### config.mk
export PLATFORM = sky130hd
export DESIGN_NAME = chess_board_controller
export DESIGN_NICKNAME = d
export VERILOG_FILES = /design/src/rtl/chess_board_controller.sv
export SDC_FILE = /design/constraint.sdc
export NUM_CORES = 1
export LEC_CHECK = 0
export BUFFER_PORTS_ARGS = -buffer_cell sky130_fd_sc_hd__buf_2
export CAP_MARGIN = 40
export CORE_ASPECT_RATIO = 2
export CORE_MARGIN = 1.5
export CORE_UTILIZATION = 59
export CTS_CLUSTER_DIAMETER = 30
export DETAILED_ROUTE_END_ITERATION = 10
export PLACE_DENSITY = 0.92
export SETUP_SLACK_MARGIN = 0.4
export SLEW_MARGIN = 5
export SYNTH_ARGS = -nofsm -noshare
export SYNTH_HDL_FRONTEND = slang
export SYNTH_SLANG_ARGS = --single-unit
### constraint.sdc
create_clock -name clock -period 13.5 [get_ports clock]
set_input_delay 1.35 -clock clock [delete_from_list [all_inputs] [get_ports clock]]
set_output_delay 1.35 -clock clock [all_outputs]
set_load 0.05 [all_outputs]
### src/rtl/chess_board_controller.sv
// chess_board_controller
//   Board-state stage of the chess display pipeline. The four direction
//   pushbuttons and the lock switch are synchronised and debounced. The
//   buttons move a board cursor. The lock switch picks up and drops pieces
//   in a 64-square board store, which is presented as a packed matrix.
//
// Ports
//   clock        system clock
//   resetApp     asynchronous, active-high reset
//   gameEnable   0 = key/lock events discarded, board frozen
//   KeyLeft/KeyRight/KeyUp/KeyDown  raw pushbuttons, active-low, async
//   LockSwitch   raw slide switch, async; on = pick up, off = drop
//   Matrix       square s at [4s+3:4s]: [2:0] piece code, [3] colour
//   cursorIdx    cursor square, row*8+col
//   heldIdx      source square of the held piece
//   holding      a piece is picked up
//   turn         side to move, 1 = light, 0 = dark
//   moveDone     one-cycle pulse on a completed move
//   dbg_state_o  current FSM state (IDLE=0, HELD=1, REJECT=2)
//
// Handshake note: there are no valid/ready channels here. All inputs are
// levels and every output is a register updated on the rising clock edge.
module chess_board_controller #(
    parameter int DEBOUNCE_CYCLES = 250000,
    parameter int CNT_WIDTH       = 18
) (
    input  logic         clock,
    input  logic         resetApp,
    input  logic         gameEnable,
    input  logic         KeyLeft,
    input  logic         KeyRight,
    input  logic         KeyUp,
    input  logic         KeyDown,
    input  logic         LockSwitch,
    output logic [255:0] Matrix,
    output logic [5:0]   cursorIdx,
    output logic [5:0]   heldIdx,
    output logic         holding,
    output logic         turn,
    output logic         moveDone,
    output logic [1:0]   dbg_state_o
);
    typedef enum logic [1:0] {
        ST_IDLE   = 2'd0,
        ST_HELD   = 2'd1,
        ST_REJECT = 2'd2
    } state_t;

    // Input lanes: 0 left, 1 right, 2 up, 3 down, 4 lock.
    localparam int NIN = 5;
    // Keys idle released (1) and the lock idles off (0).
    localparam logic [NIN-1:0] ACC_RESET = 5'b01111;
    localparam logic [CNT_WIDTH-1:0] CNT_LAST = CNT_WIDTH'(DEBOUNCE_CYCLES - 1);

    function automatic logic [255:0] reset_layout();
        logic [255:0] b;
        logic [23:0]  back;
        b    = '0;
        // Back rank listed from col 7 down to col 0.
        back = {3'd5, 3'd4, 3'd3, 3'd1, 3'd2, 3'd3, 3'd4, 3'd5};
        for (int c = 0; c < 8; c++) begin
            b[4*c +: 4]      = {1'b0, back[3*c +: 3]};
            b[4*(8+c) +: 4]  = 4'h6;
            b[4*(48+c) +: 4] = 4'hE;
            b[4*(56+c) +: 4] = {1'b1, back[3*c +: 3]};
        end
        return b;
    endfunction

    localparam logic [255:0] RESET_LAYOUT = reset_layout();

    logic [NIN-1:0]       raw_in;
    logic [NIN-1:0]       sync1_q, sync2_q, acc_q, rise_q, fall_q;
    logic [CNT_WIDTH-1:0] cnt_q [NIN];

    assign raw_in = {LockSwitch, KeyDown, KeyUp, KeyRight, KeyLeft};

    // Synchroniser + debouncer. The accepted level flips only after
    // DEBOUNCE_CYCLES consecutive synchronised samples that disagree with it.
    // rise_q/fall_q are one-cycle registered pulses for the accepted edges.
    always_ff @(posedge clock or posedge resetApp) begin
        if (resetApp) begin
            sync1_q <= ACC_RESET;
            sync2_q <= ACC_RESET;
            acc_q   <= ACC_RESET;
            rise_q  <= '0;
            fall_q  <= '0;
            for (int i = 0; i < NIN; i++) cnt_q[i] <= '0;
        end else begin
            sync1_q <= raw_in;
            sync2_q <= sync1_q;
            rise_q  <= '0;
            fall_q  <= '0;
            for (int i = 0; i < NIN; i++) begin
                if (sync2_q[i] != acc_q[i]) begin
                    if (cnt_q[i] == CNT_LAST) begin
                        acc_q[i]  <= sync2_q[i];
                        cnt_q[i]  <= '0;
                        rise_q[i] <= sync2_q[i];
                        fall_q[i] <= ~sync2_q[i];
                    end else begin
                        cnt_q[i] <= cnt_q[i] + 1'b1;
                    end
                end else begin
                    cnt_q[i] <= '0;
                end
            end
        end
    end

    // Events are consumed regardless of gameEnable; they only act when enabled.
    logic [3:0] key_ev;
    logic       lock_on, lock_off;
    assign key_ev   = gameEnable ? fall_q[3:0] : 4'b0000;
    assign lock_on  = gameEnable & rise_q[4];
    assign lock_off = gameEnable & fall_q[4];

    state_t       state_q;
    logic [255:0] board_q;
    logic [5:0]   cursor_q, cursor_d, held_q;
    logic         holding_q, turn_q, move_done_q;
    logic [3:0]   cur_sq, held_sq;

    assign cur_sq  = board_q[{cursor_q, 2'b00} +: 4];
    assign held_sq = board_q[{held_q, 2'b00} +: 4];

    // Saturating cursor step; only the highest-priority press acts.
    always_comb begin
        cursor_d = cursor_q;
        if (key_ev[0]) begin
            if (cursor_q[2:0] != 3'd0) cursor_d[2:0] = cursor_q[2:0] - 3'd1;
        end else if (key_ev[1]) begin
            if (cursor_q[2:0] != 3'd7) cursor_d[2:0] = cursor_q[2:0] + 3'd1;
        end else if (key_ev[2]) begin
            if (cursor_q[5:3] != 3'd0) cursor_d[5:3] = cursor_q[5:3] - 3'd1;
        end else if (key_ev[3]) begin
            if (cursor_q[5:3] != 3'd7) cursor_d[5:3] = cursor_q[5:3] + 3'd1;
        end
    end

    always_ff @(posedge clock or posedge resetApp) begin
        if (resetApp) begin
            state_q     <= ST_IDLE;
            board_q     <= RESET_LAYOUT;
            cursor_q    <= '0;
            held_q      <= '0;
            holding_q   <= 1'b0;
            turn_q      <= 1'b1;
            move_done_q <= 1'b0;
        end else begin
            cursor_q    <= cursor_d;
            move_done_q <= 1'b0;
            case (state_q)
                ST_IDLE: begin
                    if (lock_on) begin
                        if (cur_sq[2:0] != 3'd0 && cur_sq[3] == turn_q) begin
                            state_q   <= ST_HELD;
                            held_q    <= cursor_q;
                            holding_q <= 1'b1;
                        end else begin
                            state_q <= ST_REJECT;
                        end
                    end
                end
                ST_HELD: begin
                    if (lock_off) begin
                        state_q   <= ST_IDLE;
                        holding_q <= 1'b0;
                        // Dropping on the source or on an own piece cancels.
                        if (!(cursor_q == held_q ||
                              (cur_sq[2:0] != 3'd0 && cur_sq[3] == turn_q))) begin
                            board_q[{cursor_q, 2'b00} +: 4] <= held_sq;
                            board_q[{held_q, 2'b00} +: 4]   <= 4'h0;
                            turn_q      <= ~turn_q;
                            move_done_q <= 1'b1;
                        end
                    end
                end
                ST_REJECT: begin
                    if (lock_off) state_q <= ST_IDLE;
                end
                default: state_q <= ST_IDLE;
            endcase
        end
    end

    assign Matrix      = board_q;
    assign cursorIdx   = cursor_q;
    assign heldIdx     = held_q;
    assign holding     = holding_q;
    assign turn        = turn_q;
    assign moveDone    = move_done_q;
    assign dbg_state_o = state_q;
endmodule
# Yosys cells after proc, flatten, opt, wreduce, memory -nomap -nowiden
# Index checks and enable logic that the tools add are counted.
# op_classes
addsub,11
eq_ne,22
shift,6
n_mux,52
bitwise_logic,11
n_reduce_logical,23
# op_table
operator,count
$bwmux 256,2
$shift 4x10->256 const A,2
$shiftx 256x9->4,2
$shiftx 4x10->256,1
$shiftx 4x10->256 const A,1
$mux 18,10
$add 18x1->18 const B,5
$eq 18x18->1 const B,5
$mux 1,26
$mux 3,8
$neg 8->10,2
$reduce_and 2->1,6
$reduce_bool 2->1,5
$not 1->1,9
$reduce_and 3->1,3
$reduce_bool 3->1,3
$add 3x1->3 const B,2
$eq 6x6->1,1
$mux 2,3
$ne 2x1->1 const B,3
$ne 2x2->1 const B,3
$ne 3x3->1 const B,2
$sub 3x1->3 const B,2
$ne 1x1->1,5
other kinds (13),14
# word_totals
regBits,388

# Depth between registers and ports, before layout
# depth
depth_word,7
mapped_depth,15
ltp_nobuf,10

# Worst setup path before layout
# Ideal clock, no wire load.
# synth_path
path_type,reg-to-reg
from,"register cursor_q[1], in the netlist cursorIdx[1]"
to,"register board_q[250], in the netlist Matrix[250]"
setup_time_ps,64
arrival_time_ps,3335
t_required_ps,13436
path_slack_ps,10101
path_stages_with_launch,13
cell_sequence,dfrtp_1 -> buf_6 -> buf_8 -> inv_1 -> buf_2 -> ha_1 -> ha_1 -> clkbuf_1 -> nor2b_1 -> buf_1 -> nand3_1 -> a2111oi_0 -> a22o_1
# synth_via
elab_chain_cells,6
elab_cells_between_ends,13
# synth_rtl
item,line,rtl
"start, declared",120,"logic [5:0] cursor_q, cursor_d, held_q;"
"start signal, assigned",151,cursor_q <= cursor_d;
$shiftx 256x9->4,124,"assign cur_sq = board_q[{cursor_q, 2'b00} +: 4];"
$reduce_bool 3->1 or $eq 1x1->1 (tied branches),171,(cur_sq[2:0] != 3'd0 && cur_sq[3] == turn_q))) begin
$logic_and 1x1->1,171,
$logic_or 1x1->1,170,if (!(cursor_q == held_q ||
$not 1->1 (no source line),n/a,
$reduce_and 3->1 (no source line),n/a,
"end signal, assigned by index",172,"board_q[{cursor_q, 2'b00} +: 4] <= held_sq;"
"end, declared",119,logic [255:0] board_q;
# Parallel ways exist; a longest one is shown, timed or not.
# A chain may end at the register's enable or synchronous reset.

# Worst setup path after layout
# layout_path
from,"register cursor_q[1], in the netlist cursorIdx[1]"
to,"register board_q[242], in the netlist Matrix[242]"
# The elaborated chain is that of the path after synthesis.

==> summary.txt <==
Layout
  – Final Instance Count excl. Fillers: 2751
  – Area delta synth->final: 15.8%
  – Layout Nets: 2287
  – Proportion of layout cells with a drive suffix above 1: 27.2%
  – Fill cell count: 2543

Die
  – CORE AREA: 0.0358 mm^2
  – I/O pins: 281
  – Die area: 0.0375 mm^2
  – Initial Util: 59.9%
  – Row cnt: 98
  – Chip width: 138 um
  – Die span in y: 273 um

Setup path
  – Slowest cell on the critical path: and3_1
  – Reg-to-Reg Start: cursorIdx[1]$_DFFE_PP0P_
  – CP startpoint kind: register
  – Crit-path cells: inv_1 > buf_16 > o311ai_0 > o311ai_0 > buf_1 > o211ai_1 > a311oi_1 > o21ai_4 > buf_4 > and3_1 > a22o_1
  – Reg2Reg Depth: 11
  – Most used cell, CP: o311ai_0
  – Crit path max fanout: 69
  – CP required: 14.02 ns
  – FF-to-FF End: Matrix[242]$_DFFE_PP0P_
  – Max stage delay on crit path: 0.96 ns
  – Critical path class: reg2reg
  – Arr. time, crit path: 6.13 ns
  – CP startpoint: cursorIdx[1]$_DFFE_PP0P_
  – Nature of the critical path endpoint: register
  – FF-to-FF setup slack: 7.89 ns

Synthesis
  – Largest family of logic cells by synthesized area: compound AO/OA/AOI/OAI gates
  – Syn nets: 2035
  – Syn Inst Count: 2010
  – Syn. warnings: 0
  – Mapped cell area: 0.0214 mm^2
  – Synth unique cells: 88
  – Post-synthesis mux area share: 9.52%
  – Compound-Gate Fraction of Synth Area: 19.8%
  – Synth Area in XOR/XNOR: 3.60%
  – Number of synthesized flops with an enable pin: 0
  – Ys flop type: dfrtp_1
  – Yosys reg bits: 384
  – Post-synthesis sequential area ratio: 45.3%
  – Adder-Cell Fraction of Synth Area: 1.06%
  – FFs w/ async S/R, synth: 100%
  – Syn Area/Cell: 10.7 um^2
  – Simple-Gate Fraction of Synth Area: 16.3%

Drt
  – Vias per cell: 7.69
  – Residual DRC: 0
  – Via count: 21200
  – Routed wire length: 96000 um
  – Iter 0 DRT Violations: 2740
  – Post-route ant nets: 0
  – DR WL/cell: 34.9 um
  – Drt first pass iters: 8

STA
  – Worst-Margin Slew: 1.14 ns
  – Period utilization: 41.5%
  – Final min period: 5.61 ns
  – Final Hold Viols: 0
  – Clk_skew: 0.0297 ns
  – RSZ-0062 raised after global routing: no
  – Slew Viols, Final: 0
  – Slew HR: 24.0%
  – Fin Setup TNS: 0 ns
  – # setup viols final: 0
  – Fmax: 178 MHz

Global route
  – Vias in the first global route: 21100
  – Initial antenna violation count: 9
  – Global-route wire length before repair: 139000 um
  – GRT Resource Usage Total: 52.1%
  – GR Overflow Total: 0
  – Pin count of the biggest net entering global routing: 183

Clocking
  – Clock Latency Late Sink: 0.60 ns
  – TritonCTS clock tree: done
  – Clk Tree Root Cell: clkbuf_16
  – Post-CTS sizing: 0
  – Count of hold-fix buffers inserted at cts: 0
  – Clk pin slew, worst setup/hold paths: 0.07 ns
  – Clock Sinks: 384
  – CTS buffer count: 43
  – H-tree Lvls: 2
  – Buffer count from post-CTS setup fixing: 0
  – Worst-case clock buffer depth: 3

Hold path
  – Hold_sp: sync1_q[0]$_DFF_PP1_
  – Hold Path Class: reg2reg
  – Hold path depth: 0
  – Hold path endpoint: sync2_q[0]$_DFF_PP1_

Job
  – Max cap viols: 0

Place
  – Final GP Congestion: 1.07
  – Placed cells: 2647
  – IO buf count: 280
  – Final HPWL DP: 63900 um

Status
  – Status: finished clean

Power
  – Leak: 0.0110 uW
  – PD cells: 98.8 mW/mm^2
  – Peak supply drop: 115 uV
-- synthesized netlist by cell type (all sizes together), types with 12 or more instances --
cell / count / area share (%)
a211oi: 20 / 0.75
a21o: 20 / 0.70
a21oi: 54 / 1.3
a22o: 108 / 4.4
a31oi: 23 / 0.67
a32o: 14 / 0.65
and2: 17 / 0.54
and3: 30 / 0.88
buf: 85 / 2.8
clkbuf: 54 / 0.95
dfrtp: 299 / 35
dfstp: 85 / 10
ha: 15 / 0.88
inv: 30 / 0.53
mux2i: 80 / 3.7
mux4: 50 / 5.3
nand2: 147 / 2.6
nand2b: 12 / 0.35
nand3: 115 / 3.3
nand4: 21 / 0.68
nor2: 141 / 2.5
nor2b: 17 / 0.50
nor3: 51 / 1.2
nor3b: 12 / 0.42
nor4: 30 / 0.93
nor4b: 17 / 0.69
o21ai: 65 / 1.5
o221ai: 35 / 1.4
o22ai: 22 / 0.64
o2bb2ai: 133 / 5.4
or3: 23 / 0.72
xnor2: 34 / 1.4
xor2: 54 / 2.2
-- worst max path at each step --
stage                              endpoint  slack (ns)
global placement    Matrix[244]$_DFFE_PP1P_        8.06
detailed placement  Matrix[224]$_DFFE_PP1P_        8.26
floorplan           Matrix[100]$_DFFE_PP0P_        1.62
finish              Matrix[242]$_DFFE_PP0P_        7.89
CTS                 Matrix[248]$_DFFE_PP0P_        8.20
global route         Matrix[58]$_DFFE_PP1P_        7.87
-- registers in the layout, indices dropped and copies added (netlist names), 2 cells and up --
name / cells
Matrix: 256
cnt_q: 90
cursorIdx: 6
heldIdx: 6
acc_q: 5
fall_q: 5
sync1_q: 5
sync2_q: 5
dbg_state_o: 2
-- placed cells by master (no fill, tap or decap), drive strengths merged, types with 7 or more instances in the layout --
cell type,count
or3,23
xnor2,34
nor2,141
nor3b,12
nor3,51
a211o,8
nand3b,9
nor4b,17
and3,30
nor4,30
nand2,147
o22ai,22
nand3,115
a31oi,23
and2,17
o221ai,35
mux2i,80
a22o,108
dfrtp,299
o21ai,65
buf,345
a32o,14
dfstp,85
nand4,21
nor2b,17
o2bb2ai,133
a211oi,20
or4,7
a21o,20
clkbuf,55
mux2,10
nand2b,12
inv,41
clkinv,15
mux4,50
or2,7
xor2,54
a21oi,54
ha,15
-- cell type report --
| type | instances | area (um^2) | area share [%] |
|---|---|---|---|
| clock buffers | 54 | 1200 | 4.83 |
| well taps | 450 | 563 | 2.27 |
| flip-flops and latches | 384 | 9730 | 39.2 |
| repair buffers | 346 | 2040 | 8.23 |
| clock inverters | 26 | 334 | 1.35 |
| diodes | 4 | 10.0 | 0.0403 |
| inverters | 33 | 131 | 0.529 |
| multi-input cells | 1454 | 10800 | 43.6 |
-- layer usage --
layer  track usage [%]  part of all wire, %
met1              52.6                   29
met2              76.8                   45
met3              24.3                   13
met4              50.8                   13
met5              1.08                0.060
-- report_power, final --
group	internal, uW	total (uW)	leakage [uW]	switching [uW]
sequential	1160	1160	0.00490	4.31
clock	713	1260	0.000756	542
combinational	6.34	36.0	0.00538	29.6
-- kinds of logic (layout without fill, tap and decap cells) --
family,count (synthesis),in the layout
XOR/XNOR,88,88
other,0,4
multiplexers,140,140
buffers and inverters,172,459
flip-flops,384,384
adder cells (fa/ha/maj),17,17
AND/OR/NAND/NOR,661,661
AO/OA/AOI/OAI,548,548
-- through the flow --
stage	worst slack [ns]	instance area [um^2]	util, %	total power [uW]	hold WS, ns
global placement	8.06	22900	63.9	1220	0.338
floorplan	1.62	21400	-	1210	0.331
detailed placement	8.26	23100	64.6	1220	0.336
global route	7.87	24800	69.3	2500	0.355
CTS	8.20	24700	68.9	2450	0.351
finish	7.89	24800	69.3	2450	0.349
-- critical path, delay by kind of cell (launching register included) --
kind,cells,cell delay (ns)
AO/OA/AOI/OAI,6,2.11
buffers and inverters,4,1.67
flip-flops,1,0.74
AND/OR/NAND/NOR,1,0.96
No activity file was read; power rests on OpenSTA's default activity.
